==> src/rtl/cdb_arbiter_if.sv <==
// Bundle of FU result inputs and CDB broadcast outputs for cdb_arbiter.
//   master: the FU/consumer side; drives fu_valid/fu_value/fu_rob_tag, observes fu_ready and cdb_*.
//   slave : the arbiter side; drives fu_ready and cdb_*.
// Width macros get defaults here when the core's global header is not present.

`ifndef XLEN
`define XLEN 32
`endif
`ifndef ROB_TAG_LEN
`define ROB_TAG_LEN 5
`endif

interface cdb_arbiter_if #(
   parameter int unsigned FU_NUM    = 4,
   parameter int unsigned CDB_PORTS = 1
);
   localparam int unsigned IDX_W = (FU_NUM > 1) ? $clog2(FU_NUM) : 1;

   logic [FU_NUM-1:0]                        fu_valid;
   logic [FU_NUM-1:0][`XLEN-1:0]             fu_value;
   logic [FU_NUM-1:0][`ROB_TAG_LEN-1:0]      fu_rob_tag;
   logic [FU_NUM-1:0]                        fu_ready;

   logic [CDB_PORTS-1:0]                     cdb_valid;
   logic [CDB_PORTS-1:0][`XLEN-1:0]          cdb_value;
   logic [CDB_PORTS-1:0][`ROB_TAG_LEN-1:0]   cdb_rob_tag;
   logic [CDB_PORTS-1:0][IDX_W-1:0]          cdb_fu_idx;

   modport master (
      output fu_valid, fu_value, fu_rob_tag,
      input  fu_ready, cdb_valid, cdb_value, cdb_rob_tag, cdb_fu_idx
   );

   modport slave (
      input  fu_valid, fu_value, fu_rob_tag,
      output fu_ready, cdb_valid, cdb_value, cdb_rob_tag, cdb_fu_idx
   );
endinterface

==> src/rtl/cdb_arbiter.sv <==
// Buffered round-robin Common Data Bus arbiter.
// Each FU owns a DEPTH-entry result FIFO (valid/ready push). Every cycle up to CDB_PORTS
// non-empty FIFOs are granted in round-robin order starting at rr_ptr, and their head entries
// are loaded into registered broadcast ports.
// Ports:
//   clock  : single clock
//   reset  : synchronous active-high reset
//   squash : synchronous active-high flush (empties FIFOs, clears broadcast, rr_ptr <= 0)
//   bus    : cdb_arbiter_if slave (fu_valid/value/rob_tag in, fu_ready out, cdb_* out)

`ifndef XLEN
`define XLEN 32
`endif
`ifndef ROB_TAG_LEN
`define ROB_TAG_LEN 5
`endif

module cdb_arbiter #(
   parameter int unsigned FU_NUM    = 4,
   parameter int unsigned CDB_PORTS = 1,
   parameter int unsigned DEPTH     = 2
) (
   input  logic         clock,
   input  logic         reset,
   input  logic         squash,
   cdb_arbiter_if.slave bus
);
   localparam int unsigned IDX_W = (FU_NUM > 1) ? $clog2(FU_NUM) : 1;
   localparam int unsigned PTR_W = (DEPTH > 1) ? $clog2(DEPTH) : 1;
   localparam int unsigned CNT_W = $clog2(DEPTH + 1);

   logic [`XLEN-1:0]        mem_value_q [FU_NUM][DEPTH];
   logic [`ROB_TAG_LEN-1:0] mem_tag_q   [FU_NUM][DEPTH];
   logic [PTR_W-1:0]        rd_ptr_q    [FU_NUM];
   logic [PTR_W-1:0]        wr_ptr_q    [FU_NUM];
   logic [CNT_W-1:0]        count_q     [FU_NUM];
   logic [IDX_W-1:0]        rr_ptr_q, rr_ptr_d;

   logic [FU_NUM-1:0] ready, non_empty, push, pop;

   logic [CDB_PORTS-1:0]                   cdb_valid_d, cdb_valid_q;
   logic [CDB_PORTS-1:0][`XLEN-1:0]        cdb_value_d, cdb_value_q;
   logic [CDB_PORTS-1:0][`ROB_TAG_LEN-1:0] cdb_tag_d, cdb_tag_q;
   logic [CDB_PORTS-1:0][IDX_W-1:0]        cdb_idx_d, cdb_idx_q;

   // Arbitration scratch
   logic        found;
   int unsigned pos;
   int unsigned last_fu;

   function automatic logic [PTR_W-1:0] ptr_inc(input logic [PTR_W-1:0] ptr);
      return (ptr == PTR_W'(DEPTH - 1)) ? '0 : ptr + PTR_W'(1);
   endfunction

   // Ready looks only at the registered count, so a full FIFO refuses a push even if popped.
   always_comb begin
      ready     = '0;
      non_empty = '0;
      for (int unsigned f = 0; f < FU_NUM; f++) begin
         ready[f]     = (count_q[f] < CNT_W'(DEPTH));
         non_empty[f] = (count_q[f] != '0);
      end
   end

   assign push = bus.fu_valid & ready;

   // Port p takes the p-th non-empty FIFO found scanning from rr_ptr; pop marks FIFOs already
   // granted to a lower port so later ports skip them.
   always_comb begin
      pop         = '0;
      found       = 1'b0;
      pos         = 0;
      last_fu     = 0;
      cdb_valid_d = '0;
      cdb_value_d = '0;
      cdb_tag_d   = '0;
      cdb_idx_d   = '0;
      rr_ptr_d    = rr_ptr_q;
      for (int unsigned p = 0; p < CDB_PORTS; p++) begin
         found = 1'b0;
         for (int unsigned k = 0; k < FU_NUM; k++) begin
            pos = (32'(rr_ptr_q) + k) % FU_NUM;
            for (int unsigned f = 0; f < FU_NUM; f++) begin
               if (!found && (f == pos) && non_empty[f] && !pop[f]) begin
                  found          = 1'b1;
                  pop[f]         = 1'b1;
                  last_fu        = f;
                  cdb_valid_d[p] = 1'b1;
                  cdb_value_d[p] = mem_value_q[f][rd_ptr_q[f]];
                  cdb_tag_d[p]   = mem_tag_q[f][rd_ptr_q[f]];
                  cdb_idx_d[p]   = IDX_W'(f);
               end
            end
         end
      end
      if (|pop) begin
         rr_ptr_d = IDX_W'((last_fu + 1) % FU_NUM);
      end
   end

   always_ff @(posedge clock) begin
      if (reset || squash) begin
         rr_ptr_q    <= '0;
         cdb_valid_q <= '0;
         cdb_value_q <= '0;
         cdb_tag_q   <= '0;
         cdb_idx_q   <= '0;
         for (int unsigned f = 0; f < FU_NUM; f++) begin
            rd_ptr_q[f] <= '0;
            wr_ptr_q[f] <= '0;
            count_q[f]  <= '0;
         end
      end else begin
         rr_ptr_q    <= rr_ptr_d;
         cdb_valid_q <= cdb_valid_d;
         cdb_value_q <= cdb_value_d;
         cdb_tag_q   <= cdb_tag_d;
         cdb_idx_q   <= cdb_idx_d;
         for (int unsigned f = 0; f < FU_NUM; f++) begin
            if (push[f]) wr_ptr_q[f] <= ptr_inc(wr_ptr_q[f]);
            if (pop[f])  rd_ptr_q[f] <= ptr_inc(rd_ptr_q[f]);
            if (push[f] && !pop[f]) begin
               count_q[f] <= count_q[f] + CNT_W'(1);
            end else if (!push[f] && pop[f]) begin
               count_q[f] <= count_q[f] - CNT_W'(1);
            end
         end
      end
   end

   // Storage has no reset; validity is tracked by the pointers and counts.
   always_ff @(posedge clock) begin
      for (int unsigned f = 0; f < FU_NUM; f++) begin
         if (push[f] && !reset && !squash) begin
            mem_value_q[f][wr_ptr_q[f]] <= bus.fu_value[f];
            mem_tag_q[f][wr_ptr_q[f]]   <= bus.fu_rob_tag[f];
         end
      end
   end

   assign bus.fu_ready    = ready;
   assign bus.cdb_valid   = cdb_valid_q;
   assign bus.cdb_value   = cdb_value_q;
   assign bus.cdb_rob_tag = cdb_tag_q;
   assign bus.cdb_fu_idx  = cdb_idx_q;
endmodule

==> src/flat_wrapper.sv <==
// flat-port wrapper written by rule: the top's interface ports become plain ports
module cdb_arbiter_flat 
#(
   parameter int unsigned FU_NUM    = 4,
   parameter int unsigned CDB_PORTS = 1,
   parameter int unsigned DEPTH     = 2
)
  (clock, reset, squash, bus_fu_valid, bus_fu_value, bus_fu_rob_tag, bus_fu_ready, bus_cdb_valid, bus_cdb_value, bus_cdb_rob_tag, bus_cdb_fu_idx);
  cdb_arbiter_if #(.FU_NUM(FU_NUM), .CDB_PORTS(CDB_PORTS)) bus_i ();
  input  logic clock;
  input  logic reset;
  input  logic squash;
  input wire logic [$bits(bus_i.fu_valid)-1:0] bus_fu_valid;
  input wire logic [$bits(bus_i.fu_value)-1:0] bus_fu_value;
  input wire logic [$bits(bus_i.fu_rob_tag)-1:0] bus_fu_rob_tag;
  output wire logic [$bits(bus_i.fu_ready)-1:0] bus_fu_ready;
  output wire logic [$bits(bus_i.cdb_valid)-1:0] bus_cdb_valid;
  output wire logic [$bits(bus_i.cdb_value)-1:0] bus_cdb_value;
  output wire logic [$bits(bus_i.cdb_rob_tag)-1:0] bus_cdb_rob_tag;
  output wire logic [$bits(bus_i.cdb_fu_idx)-1:0] bus_cdb_fu_idx;
  assign bus_i.fu_valid = bus_fu_valid;
  assign bus_i.fu_value = bus_fu_value;
  assign bus_i.fu_rob_tag = bus_fu_rob_tag;
  assign bus_fu_ready = bus_i.fu_ready;
  assign bus_cdb_valid = bus_i.cdb_valid;
  assign bus_cdb_value = bus_i.cdb_value;
  assign bus_cdb_rob_tag = bus_i.cdb_rob_tag;
  assign bus_cdb_fu_idx = bus_i.cdb_fu_idx;
  cdb_arbiter #(.FU_NUM(FU_NUM), .CDB_PORTS(CDB_PORTS), .DEPTH(DEPTH)) u_core (.clock(clock), .reset(reset), .squash(squash), .bus(bus_i));
endmodule
==> config.mk <==
export PLATFORM = sky130hd
export DESIGN_NAME = cdb_arbiter_flat
export DESIGN_NICKNAME = d
export VERILOG_FILES = /design/src/rtl/cdb_arbiter_if.sv /design/src/rtl/cdb_arbiter.sv /design/src/flat_wrapper.sv
export SDC_FILE = /design/constraint.sdc
export NUM_CORES = 1
export LEC_CHECK = 0
export BUFFER_PORTS_ARGS = -buffer_cell sky130_fd_sc_hd__buf_2
export CORE_ASPECT_RATIO = 1.5
export CORE_MARGIN = 10
export CORE_UTILIZATION = 35
export DETAILED_ROUTE_END_ITERATION = 7
export PLACE_DENSITY = 0.5
export SLEW_MARGIN = 30
export SYNTH_ARGS = -nofsm -noshare
export SYNTH_HDL_FRONTEND = slang
export SYNTH_SLANG_ARGS = --single-unit
export TNS_END_PERCENT = 20
==> constraint.sdc <==
create_clock -name clock -period 8.9 [get_ports clock]
set_input_delay 0 -clock clock [delete_from_list [all_inputs] [get_ports clock]]
set_output_delay 0 -clock clock [all_outputs]
set_load 0.02 [all_outputs]
; Word-level counts from Yosys, hierarchy flattened
; Memory sizes are Yosys's and may differ from the RTL's.
; Cells that the tools add are included.
[op_classes]
eq_ne = 12
n_lt_le_gt_ge = 16
n_bitwise = 25
n_reduce_logical = 109
add_sub_neg = 20
n_mux = 223
[ops]
columns = operator, count
row1 = 32-bit 2-to-1 mux, 32
row2 = 64-bit 2-to-1 mux, 4
row3 = 5-bit 2-to-1 mux, 32
row4 = 32-bit demux with 1-bit select, 4
row5 = 32-bit zero test, 4
row6 = 1-bit 2-to-1 mux, 107
row7 = 2-bit 2-to-1 mux, 36
row8 = 1-bit logical AND, 63
row9 = 10-bit 2-to-1 mux, 4
row10 = 1-bit zero test, 36
row11 = 5-bit demux with 1-bit select, 4
row12 = "2-bit equality test, first input constant", 8
row13 = "2-bit greater-or-equal comparator, second input constant", 8
row14 = 1-bit NOT with 2-bit output, 8
row15 = 1-bit bitwise OR, 16
row16 = "2-bit by 1-bit adder with 2-bit output, second input constant", 6
row17 = "1-bit adder, second input constant", 8
row18 = "1-bit by 2-bit equality test with 1-bit output, first input constant", 4
row19 = "2-bit by 1-bit less-than comparator with 1-bit output, second input constant", 4
row20 = "2-bit less-than comparator, second input constant", 4
row21 = 2-bit nonzero test, 4
row22 = "2-bit by 1-bit subtractor with 2-bit output, second input constant", 4
row23 = "2-bit adder, second input constant", 2
row24 = 4-bit AND, 1
row25 = other kinds (2), 2
[word_totals]
mem_bits_rw = 312
input_bits = 155
regBits = 42
mem_count = 5
[memory_table]
columns = memory, words, width, read_ports, rd_clocked_by_memory_dff, write_ports, line_no
row1 = u_core.mem_value_q, 4, 64, 4, 0, 4, cdb_arbiter.sv:32  ; logic [`XLEN-1:0] mem_value_q [FU_NUM][DEPTH];
row2 = u_core.mem_tag_q, 4, 10, 4, 0, 4, cdb_arbiter.sv:33  ; logic [`ROB_TAG_LEN-1:0] mem_tag_q [FU_NUM][DEPTH];
row3 = u_core.count_q, 4, 2, 4, 0, 4, cdb_arbiter.sv:36  ; logic [CNT_W-1:0] count_q [FU_NUM];
row4 = u_core.rd_ptr_q, 4, 1, 4, 0, 4, cdb_arbiter.sv:34  ; logic [PTR_W-1:0] rd_ptr_q [FU_NUM];
row5 = u_core.wr_ptr_q, 4, 1, 4, 0, 4, cdb_arbiter.sv:35  ; logic [PTR_W-1:0] wr_ptr_q [FU_NUM];

; Longest topological paths before layout
; Gate-level depths: netlist of run 1.
; An unclocked memory read counts as a cell.
[depth]
ltp_word = 83
ltp_mapped = 9
mapped_depth_nobuf = 7

; Worst setup path after synthesis of run 1
; OpenSTA, ideal clock, no wires.
[synth_path]
path_type = flip-flop to flip-flop
startpoint = mem u_core.count_q[2][1] (netlist bit)
endpoint = mem u_core.mem_tag_q[2][5] (netlist bit), enable pin
arrival_ns = 3.437
path_slack_ns = 4.986
path_stages_with_launch = 4
synth_period_minus_slack_ns = 3.914
path_buffers = 0
required_time_ns = 8.423
path_cell_list = edfxtp_1 > inv_1 > nand2_1 > nor3_1
[synth_lines]
columns = item, line_no
row1 = from (decl), cdb_arbiter.sv:36
row2 = to (decl), cdb_arbiter.sv:33

==> qor.csv, run 1 <==
metric,value,unit
status,"complete, but fails checks",
violations,design-rule violations,
htree_levels,2,
p_clk_frac,0.310,
synthTopCellsByArea,"edfxtp_1 59%, mux2i_1 9.0%, dfxtp_1 5.3%",
dp_hpwl,32.9,mm
power.density,227,nW/um^2
seq_power_share,0.431,
cp_common_cell,buf_4,
core_area,44700,um^2
crit_chain,"inv_1, ha_1, buf_4, inv_2, nand3_1, nor3_2, buf_4, a221oi_1",
synth_edf_count,312,
io_pins,199,
cts.repair.resized,0,
synthTopCellsByCount,"312 x edfxtp_1, 142 x mux2i_1, 75 x o22ai_1",
seq_area_frac_synth,0.647,
synth_top_area_share,0.594,
layout-drive-gt1-share,0.247,
die_y,280,um
grt_use_total,0.183,
start_kind,flip-flop,
antenna_found_initial,1,
rows,95,
grt_pass1_wl,76.0,mm
grt_setup_unrepaired,false,
finalHoldViolations,0,
power.internal,3.13,mW
setup_viol,0,
tightest_slew,0.973,ns
grt_max_degree,50,
p_leak,6.86,nW
cts_setup_buffers,0,
fin_nets,1602,
synth.cell_area,15800,um^2
worstHoldPathType,input port to flip-flop,
grt_pass1_vias,11800,
p_sw_frac,0.311,
yosysMostFrequentCell,edfxtp_1,
numCtsBuffers,36,
fin_setup_tns,0,ns
crit_buf_inv,4,
first_pass_iters,8,
area_delta_synth_final,26.9,%
slowest_delay,0.70,ns
synth_seq_cells,354,
slew_violations,0,
cts_tree,yes,
crit_family,buffers and inverters,
insertion_delay,0.52,ns
combPwrFrac,0.260,
synth-async-reset-ratio,0,
portBuffers,198,
gp_congestion,0.822,
avgSynthCellArea,14.1,um^2
timing.fmax,0.278,GHz
crit_fanout,38,
fin_crit,3.60,ns
ant_nets,0,
grt_overflow,0,
max_slew_margin,0.349,
critPathRequiredTime,9.25,ns
vias,11500,
synth_warnings,0,
crit_slowest_cell,nor3_2,
clk_pin_slew,0.06,ns
crit_type,flip-flop to flip-flop,
skew,0.0157,ns
remaining_drc_errors,1,
synthCells,1119,
crit_arrival,3.95,ns
ctsHoldBuffers,152,
synth_flop_cell,edfxtp_1,
total_power,4.54,mW
clockBufferDepth,3,
cts_root_buf,clkbuf_16,
ys_types,53,
vias_per_cell,5.58,
crit_path_end_kind,flip-flop,
timing.final.crit_share,0.405,
cap_viol_max_count,0,
synth_top_cell_by_area,edfxtp_1,
p_switching,1.41,mW
fp.dieW,193,um
wl,51.7,mm
peakVddDrop,0.132,mV
drt-wirelength-per-cell,25.2,um
die_area,54100,um^2
syn-num-nets,1275,
start_util,0.353,
drt_iter0_drc,810,
n_fill_cell,4118,
cts_sinks,354,
[cell type report]
type | instances | area, um^2 | area share
Clock buffer | 50 | 1000 | 0.0502
Tap cell | 582 | 728 | 0.0364
Multi-Input combinational cell | 660 | 5170 | 0.258
Antenna cell | 1 | 2.50 | 0.000125
Inverter | 15 | 56.3 | 0.00281
Clock inverter | 14 | 80.1 | 0.00400
Timing Repair Buffer | 379 | 2770 | 0.138
Sequential cell | 354 | 10200 | 0.510
[cells in the final DEF, fill, tap and decap left out, types with 8 or more instances in the layout]
master / n
buf_4: 26
o21ai_1: 46
a21oi_1: 19
a221oi_2: 22
clkbuf_1: 10
nand3_1: 9
a21oi_2: 20
mux2i_1: 142
dfxtp_1: 42
mux2_2: 15
a21boi_0: 29
edfxtp_1: 312
o21ai_0: 55
nor3_1: 40
o22ai_1: 75
a31oi_1: 9
nand2_1: 19
buf_2: 198
o211ai_1: 9
a2bb2oi_1: 29
clkbuf_16: 37
o221ai_1: 37
a221oi_1: 14
dlygate4sd3_1: 152
inv_1: 14
a22oi_1: 8
[power by group through the flow]
stage	Combinational (mW)	Sequential [mW]	Clock, mW
3_3_place_gp	1.09	1.99	0
2_1_floorplan	0.722	2.01	0
6_report	1.18	1.96	1.41
5_1_grt	1.26	1.96	1.51
4_1_cts	1.17	1.96	1.44
3_5_place_dp	1.12	1.99	0
[per-stage QoR]
stage	cell area, um^2	hold WS, ns	cells	util	setup WS [ns]
finish	20000	0.0717	2055	0.448	5.30
global placement	17300	0.188	1835	0.388	5.44
detailed placement	17400	0.191	1836	0.389	5.39
floorplan	15800	0.0989	1119	-	4.99
CTS	20000	0.0435	2052	0.447	5.37
global route	20000	0.0752	2055	0.448	5.24
[cells by family (layout without fill, tap and decap cells)]
logic type / count (synthesis) / count (layout) / share of synthesized area
and+or+nand+nor: 114 / 114 / 0.0405
adders and majority gates: 1 / 1 / 0.000793
AOI/OAI and AO/OA: 386 / 386 / 0.179
DFF: 354 / 354 / 0.647
other: 0 / 1 / 0
buffers and inverters: 105 / 458 / 0.0303
xor gates and xnor gates: 2 / 2 / 0.00111
muxes: 157 / 157 / 0.101
[worst min-delay path: stages]
cell and delay, ns:
buf_2 0.12, or2_2 0.15, nor3_2 0.12
[final timing paths]
check	start	to	slack [ns]	cells past startpoint
worst min register to register	u_core.count_q[3][0]$_DFFE_PP_	u_core.count_q[3][0]$_DFFE_PP_	0.60	1
worst max register to register	u_core.count_q[3][0]$_DFFE_PP_	u_core.bus.cdb_value[18]$_SDFF_PP0_	5.30	8
worst max-delay path	u_core.count_q[3][0]$_DFFE_PP_	u_core.bus.cdb_value[18]$_SDFF_PP0_	5.30	8
worst min-delay path	reset	u_core.mem_value_q[0][61]$_DFFE_PP_	0.07	3
[layer usage]
layer  global-route usage  routed length [um]
met5                    0                   0
met4               0.0781                2000
met3               0.0292                3010
met2                0.325               26600
met1                0.214               20200
[sequential cells by signal, summed over array words and instances, names as in the netlist]
register                flops
u_core.bus.cdb_valid        1
u_core.bus.cdb_value       32
u_core.rr_ptr_q             2
u_core.count_q              8
u_core.wr_ptr_q             4
u_core.rd_ptr_q             4
u_core.bus.cdb_rob_tag      5
u_core.mem_tag_q           40
u_core.mem_value_q        256
u_core.bus.cdb_fu_idx       2
(Power assumes the default switching activity.)
==> inputs of run 2 (changes only) <==
--- a/config.mk
+++ b/config.mk
@@ -10,7 +10,7 @@
 export CORE_MARGIN = 10
 export CORE_UTILIZATION = 35
 export DETAILED_ROUTE_END_ITERATION = 7
-export PLACE_DENSITY = 0.5
+export PLACE_DENSITY = 0.52
 export SLEW_MARGIN = 30
 export SYNTH_ARGS = -nofsm -noshare
 export SYNTH_HDL_FRONTEND = slang
==> constraint.sdc (replaced) <==
create_clock -name clock -period 3.1 [get_ports clock]
set_input_delay 0 -clock clock [delete_from_list [all_inputs] [get_ports clock]]
set_output_delay 0 -clock clock [all_outputs]
set_load 0.02 [all_outputs]
==> run 2 against run 1 <==
Against the previous run:
- the flow now finishes without violations
- maximum frequency rose by 36%
- clock-buffer cell count fell by 4
- sequential cell count did not move
- first-iteration DRC count rose by 14%
- core utilization rose by 0.73 points
- clock power rose to 3.1 times the previous value
- sequential share of layout area fell by 0.82 points
- register-to-register slack got worse by 4.8 ns
- clock skew rose by 0.0014 ns
- non-clock buffer count rose by 21
- cell count rose by 0.92%
- routed wire length rose by 3.1%
- critical path type unchanged
==> qor.csv, run 2 (same netlist as run 1, synthesis figures left out) <==
metric,value,unit
grt_pass1_wl,78.9,mm
start_kind,flip-flop,
vias_per_cell,5.66,
gp_congestion,0.846,
remaining_drc_errors,0,
die_y,280,um
crit_fanout,16,
finalHoldViolations,0,
htree_levels,2,
clockBufferDepth,3,
post-place-ws,0.486,ns
slowest_delay,0.54,ns
status,"complete, no violations",
grt_pass1_vias,12400,
final_common_cell,edfxtp_1,
largest_register_ffs,256,
crit_type,flip-flop to flip-flop,
crit_buf_inv,1,
crit_slowest_cell,nand3_1,
setup_viol,0,
peakVddDrop,0.451,mV
layout-drive-gt1-share,0.255,
cap_viol_max_count,0,
wl,53.3,mm
grt_max_degree,39,
fin_crit,2.65,ns
area_delta_synth_final,29.0,%
cts_sinks,354,
die_area,54100,um^2
drt-wirelength-per-cell,25.7,um
io_pins,199,
timing.fmax,0.377,GHz
critPathRequiredTime,3.52,ns
max_slew_margin,0.434,
portBuffers,198,
grt_use_total,0.190,
insertion_delay,0.53,ns
timing.final.crit_share,0.855,
core_area,44700,um^2
crit_chain,"inv_1, ha_1, nor3b_2, nand3_1, o21ai_1, o211ai_1, a31oi_1",
drt_iter0_drc,924,
cts_tree,yes,
clk_pin_slew,0.06,ns
cts.repair.resized,0,
dp_hpwl,34.6,mm
cts_root_buf,clkbuf_16,
total_power,13.4,mW
start_util,0.353,
skew,0.0172,ns
crit_path_end_kind,flip-flop,
rows,95,
tightest_slew,0.846,ns
power.density,660,nW/um^2
grt_setup_unrepaired,false,
fp.dieW,193,um
final_cell_mix,"312 x edfxtp_1, 198 x buf_2, 157 x dlygate4sd3_1",
ant_nets,0,
numCtsBuffers,36,
antenna_found_initial,1,
worstHoldPathType,input port to flip-flop,
fin_nets,1623,
first_pass_iters,5,
fin_setup_tns,0,ns
diodes,0,
grt_overflow,0,
slew_violations,0,
vias,11700,
crit_family,simple AND/OR/NAND/NOR gates,
p_leak,7.02,nW
fin_ws,0.451,ns
crit_arrival,3.07,ns
-- run 2: path summary, 6_finish.rpt --
check / startpoint / slack (ns) / cells after the start / to
min: bus_fu_value[9] / 0.20 / 2 / u_core.mem_value_q[0][41]$_DFFE_PP_
min reg2reg: u_core.count_q[3][0]$_DFFE_PP_ / 0.58 / 1 / u_core.count_q[3][0]$_DFFE_PP_
max: u_core.count_q[3][1]$_DFFE_PP_ / 0.45 / 7 / u_core.bus.cdb_value[24]$_SDFF_PP0_
max reg2reg: u_core.count_q[3][1]$_DFFE_PP_ / 0.45 / 7 / u_core.bus.cdb_value[24]$_SDFF_PP0_
-- run 2: layout make-up --
class	count	area, um^2
fill	4097	24300
sequential	354	10200
multi-input combinational	660	5170
timing repair buffer	400	3040
clock buffer	46	980
tap	582	728
clock inverter	17	163
inverter	15	56.3
-- run 2: metrics by stage --
stage                     cell area (um^2)  hold WS [ns]   util  std cells
final                                20300         0.199  0.455       2074
after global routing                 20300         0.187  0.455       2074
after CTS                            20300         0.169  0.455       2074
after detailed placement             17600         0.191  0.395       1854
after global placement               17600         0.187  0.395       1854
after floorplan                      15800        0.0989      -       1119
-- run 2: power breakdown --
part / internal, mW / leakage (nW) / switching (mW) / total (mW)
logic: 1.33 / 3.25 / 2.16 / 3.49
clock network: 2.49 / 0.559 / 1.83 / 4.32
registers: 5.45 / 3.21 / 0.169 / 5.62
total: 9.27 / 7.02 / 4.16 / 13.4
-- run 2: what timing repair did --
item | in CTS | in global routing
endpoints found under the hold margin | 311 | 0
setup buffers | 0 | 0
hold buffers | 157 | 0
-- run 2: layer usage --
metal / routed length (um) / global-route usage / part of all wire
met1: 20200 / 0.216 / 0.38
met5: 0 / 0 / 0
met2: 27300 / 0.340 / 0.51
met4: 2550 / 0.0931 / 0.048
met3: 3340 / 0.0274 / 0.063
==> inputs of run 3 (changes only) <==
--- a/config.mk
+++ b/config.mk
@@ -8,9 +8,9 @@
 export BUFFER_PORTS_ARGS = -buffer_cell sky130_fd_sc_hd__buf_2
 export CORE_ASPECT_RATIO = 1.5
 export CORE_MARGIN = 10
-export CORE_UTILIZATION = 35
+export CORE_UTILIZATION = 53
 export DETAILED_ROUTE_END_ITERATION = 7
-export PLACE_DENSITY = 0.52
+export PLACE_DENSITY = 0.74
 export SLEW_MARGIN = 30
 export SYNTH_ARGS = -nofsm -noshare
 export SYNTH_HDL_FRONTEND = slang
==> run 3 against run 2 <==
Against the previous run:
- sequential power about the same
- maximum frequency decreased by 4.3%
- critical path depth decreased by 2
- via count increased by 2.0%
- final area decreased by 2.0%
- combinational power decreased by 1%
- first-iteration DRC count increased by 47%
- setup slack got worse by 0.12 ns
- core utilization increased by 22 points
- worst hold slack got worse by 0.16 ns
- die area decreased by 31%
- routed wire length decreased by 9.8%
- critical path type unchanged
- critical endpoint is now u_core.bus.cdb_value[31]$_SDFF_PP0_
- largest cell class unchanged
- highest routed layer unchanged
==> qor.csv, run 3 (same netlist as run 1, synthesis figures left out) <==
metric,value,unit
final_cell_mix,"312 x edfxtp_1, 198 x buf_2, 155 x dlygate4sd3_1",
final_common_cell,edfxtp_1,
status,"complete, no violations",
largest_register_ffs,256,
timing.final.crit_share,0.893,
crit_arrival,3.23,ns
die_area,37200,um^2
vias,12000,
crit_fanout,36,
layout-drive-gt1-share,0.256,
final_cells,1895,
slew_violations,0,
post-place-ws,0.466,ns
crit_type,flip-flop to flip-flop,
final_design_area_no_fill,19900,um^2
max_slew_margin,0.330,
finalHoldViolations,0,
rows,77,
peakVddDrop,0.491,mV
cts_root_buf,clkbuf_16,
crit_path_end_kind,flip-flop,
hold_ws,0.0429,ns
multi_input_area,5160,um^2
grt_overflow,0,
area_delta_synth_final,26.4,%
critPathRequiredTime,3.56,ns
power.density,640,nW/um^2
grt_pass1_vias,12500,
fp.dieW,161,um
gp_congestion,0.930,
fin_nets,1629,
core_area,29400,um^2
cts_tree,yes,
regArea,10200,um^2
ant_nets,0,
p_leak,6.97,nW
fin_crit,2.77,ns
io_pins,199,
clk_pin_slew,0.07,ns
vias_per_cell,6.32,
htree_levels,1,
grt_use_total,0.250,
grt_setup_unrepaired,false,
dp_hpwl,31.0,mm
grt_pass1_wl,72.9,mm
drt-wirelength-per-cell,25.4,um
setup_viol,0,
fin_ws,0.333,ns
start_kind,flip-flop,
grt_max_degree,39,
skew,0.0174,ns
utilization,0.679,
tightest_slew,1.01,ns
cap_viol_max_count,0,
cts_sinks,354,
place_inst,1680,
start_util,0.537,
first_pass_iters,8,
worstHoldPathType,input port to flip-flop,
r2r_slack,0.33,ns
timing.fmax,0.361,GHz
numCtsBuffers,31,
remaining_drc_errors,0,
drt_iter0_drc,1357,
fin_setup_tns,0,ns
placed_area,17400,um^2
portBuffers,198,
antenna_found_initial,2,
total_power,12.8,mW
insertion_delay,0.59,ns
clockBufferDepth,3,
wl,48.1,mm
n_fill_cell,2047,
die_y,231,um
-- run 3: cell types whose count changed in the layout (fill, tap and decap cells not counted), moves of 3 or more --
cell,change
buf_12,-4
buf_4,+17
clkbuf_1,+3
inv_6,+3
clkbuf_16,-6
-- run 3: what timing repair did --
item,in CTS,in global routing
hold endpoints to repair,310,0
gates resized for setup,0,0
hold buffers,155,0
endpoints found under the setup margin,0,0
buffers inserted,0,0
-- run 3: critical path, cell delays in order (launching register included) --
cell,delay [ns]
dfxtp_1,0.42
nor2b_1,0.61
nand4_4,0.83
a21oi_1,0.38
nor3_1,0.08
a221oi_1,0.31
-- run 3: report_power, final --
group          switching, mW  total [mW]  internal (mW)
Clock                   1.72        3.71           1.99
Combinational           2.10        3.44           1.35
Sequential             0.168        5.62           5.45
Total                   3.99        12.8           8.78
-- run 3: layout make-up --
cell class	count	share of cell area
multi-input combinational	660	0.259
sequential	354	0.512
antenna	2	0.000251
inverter	15	0.00282
timing repair buffer	411	0.154
clock buffer	43	0.0422
tap	395	0.0248
clock inverter	15	0.00565
-- run 3: path summary, 6_finish.rpt --
| path | cells after the start | startpoint | to |
|---|---|---|---|
| setup / recovery | 5 | u_core.rr_ptr_q[1]$_SDFFE_PP0P_ | u_core.bus.cdb_value[31]$_SDFF_PP0_ |
| hold / removal | 5 | reset | u_core.rr_ptr_q[0]$_SDFFE_PP0P_ |
| setup reg to reg | 5 | u_core.rr_ptr_q[1]$_SDFFE_PP0P_ | u_core.bus.cdb_value[31]$_SDFF_PP0_ |
| hold reg to reg | 1 | u_core.count_q[3][0]$_DFFE_PP_ | u_core.count_q[3][0]$_DFFE_PP_ |
-- run 3: routing by layer --
metal  track usage  wire length (um)  part of all wire
met2         0.431             24200              0.50
met1         0.292             16900              0.35
met4         0.124              2390             0.050
met5             0                 0                 0
met3        0.0463              4620             0.096
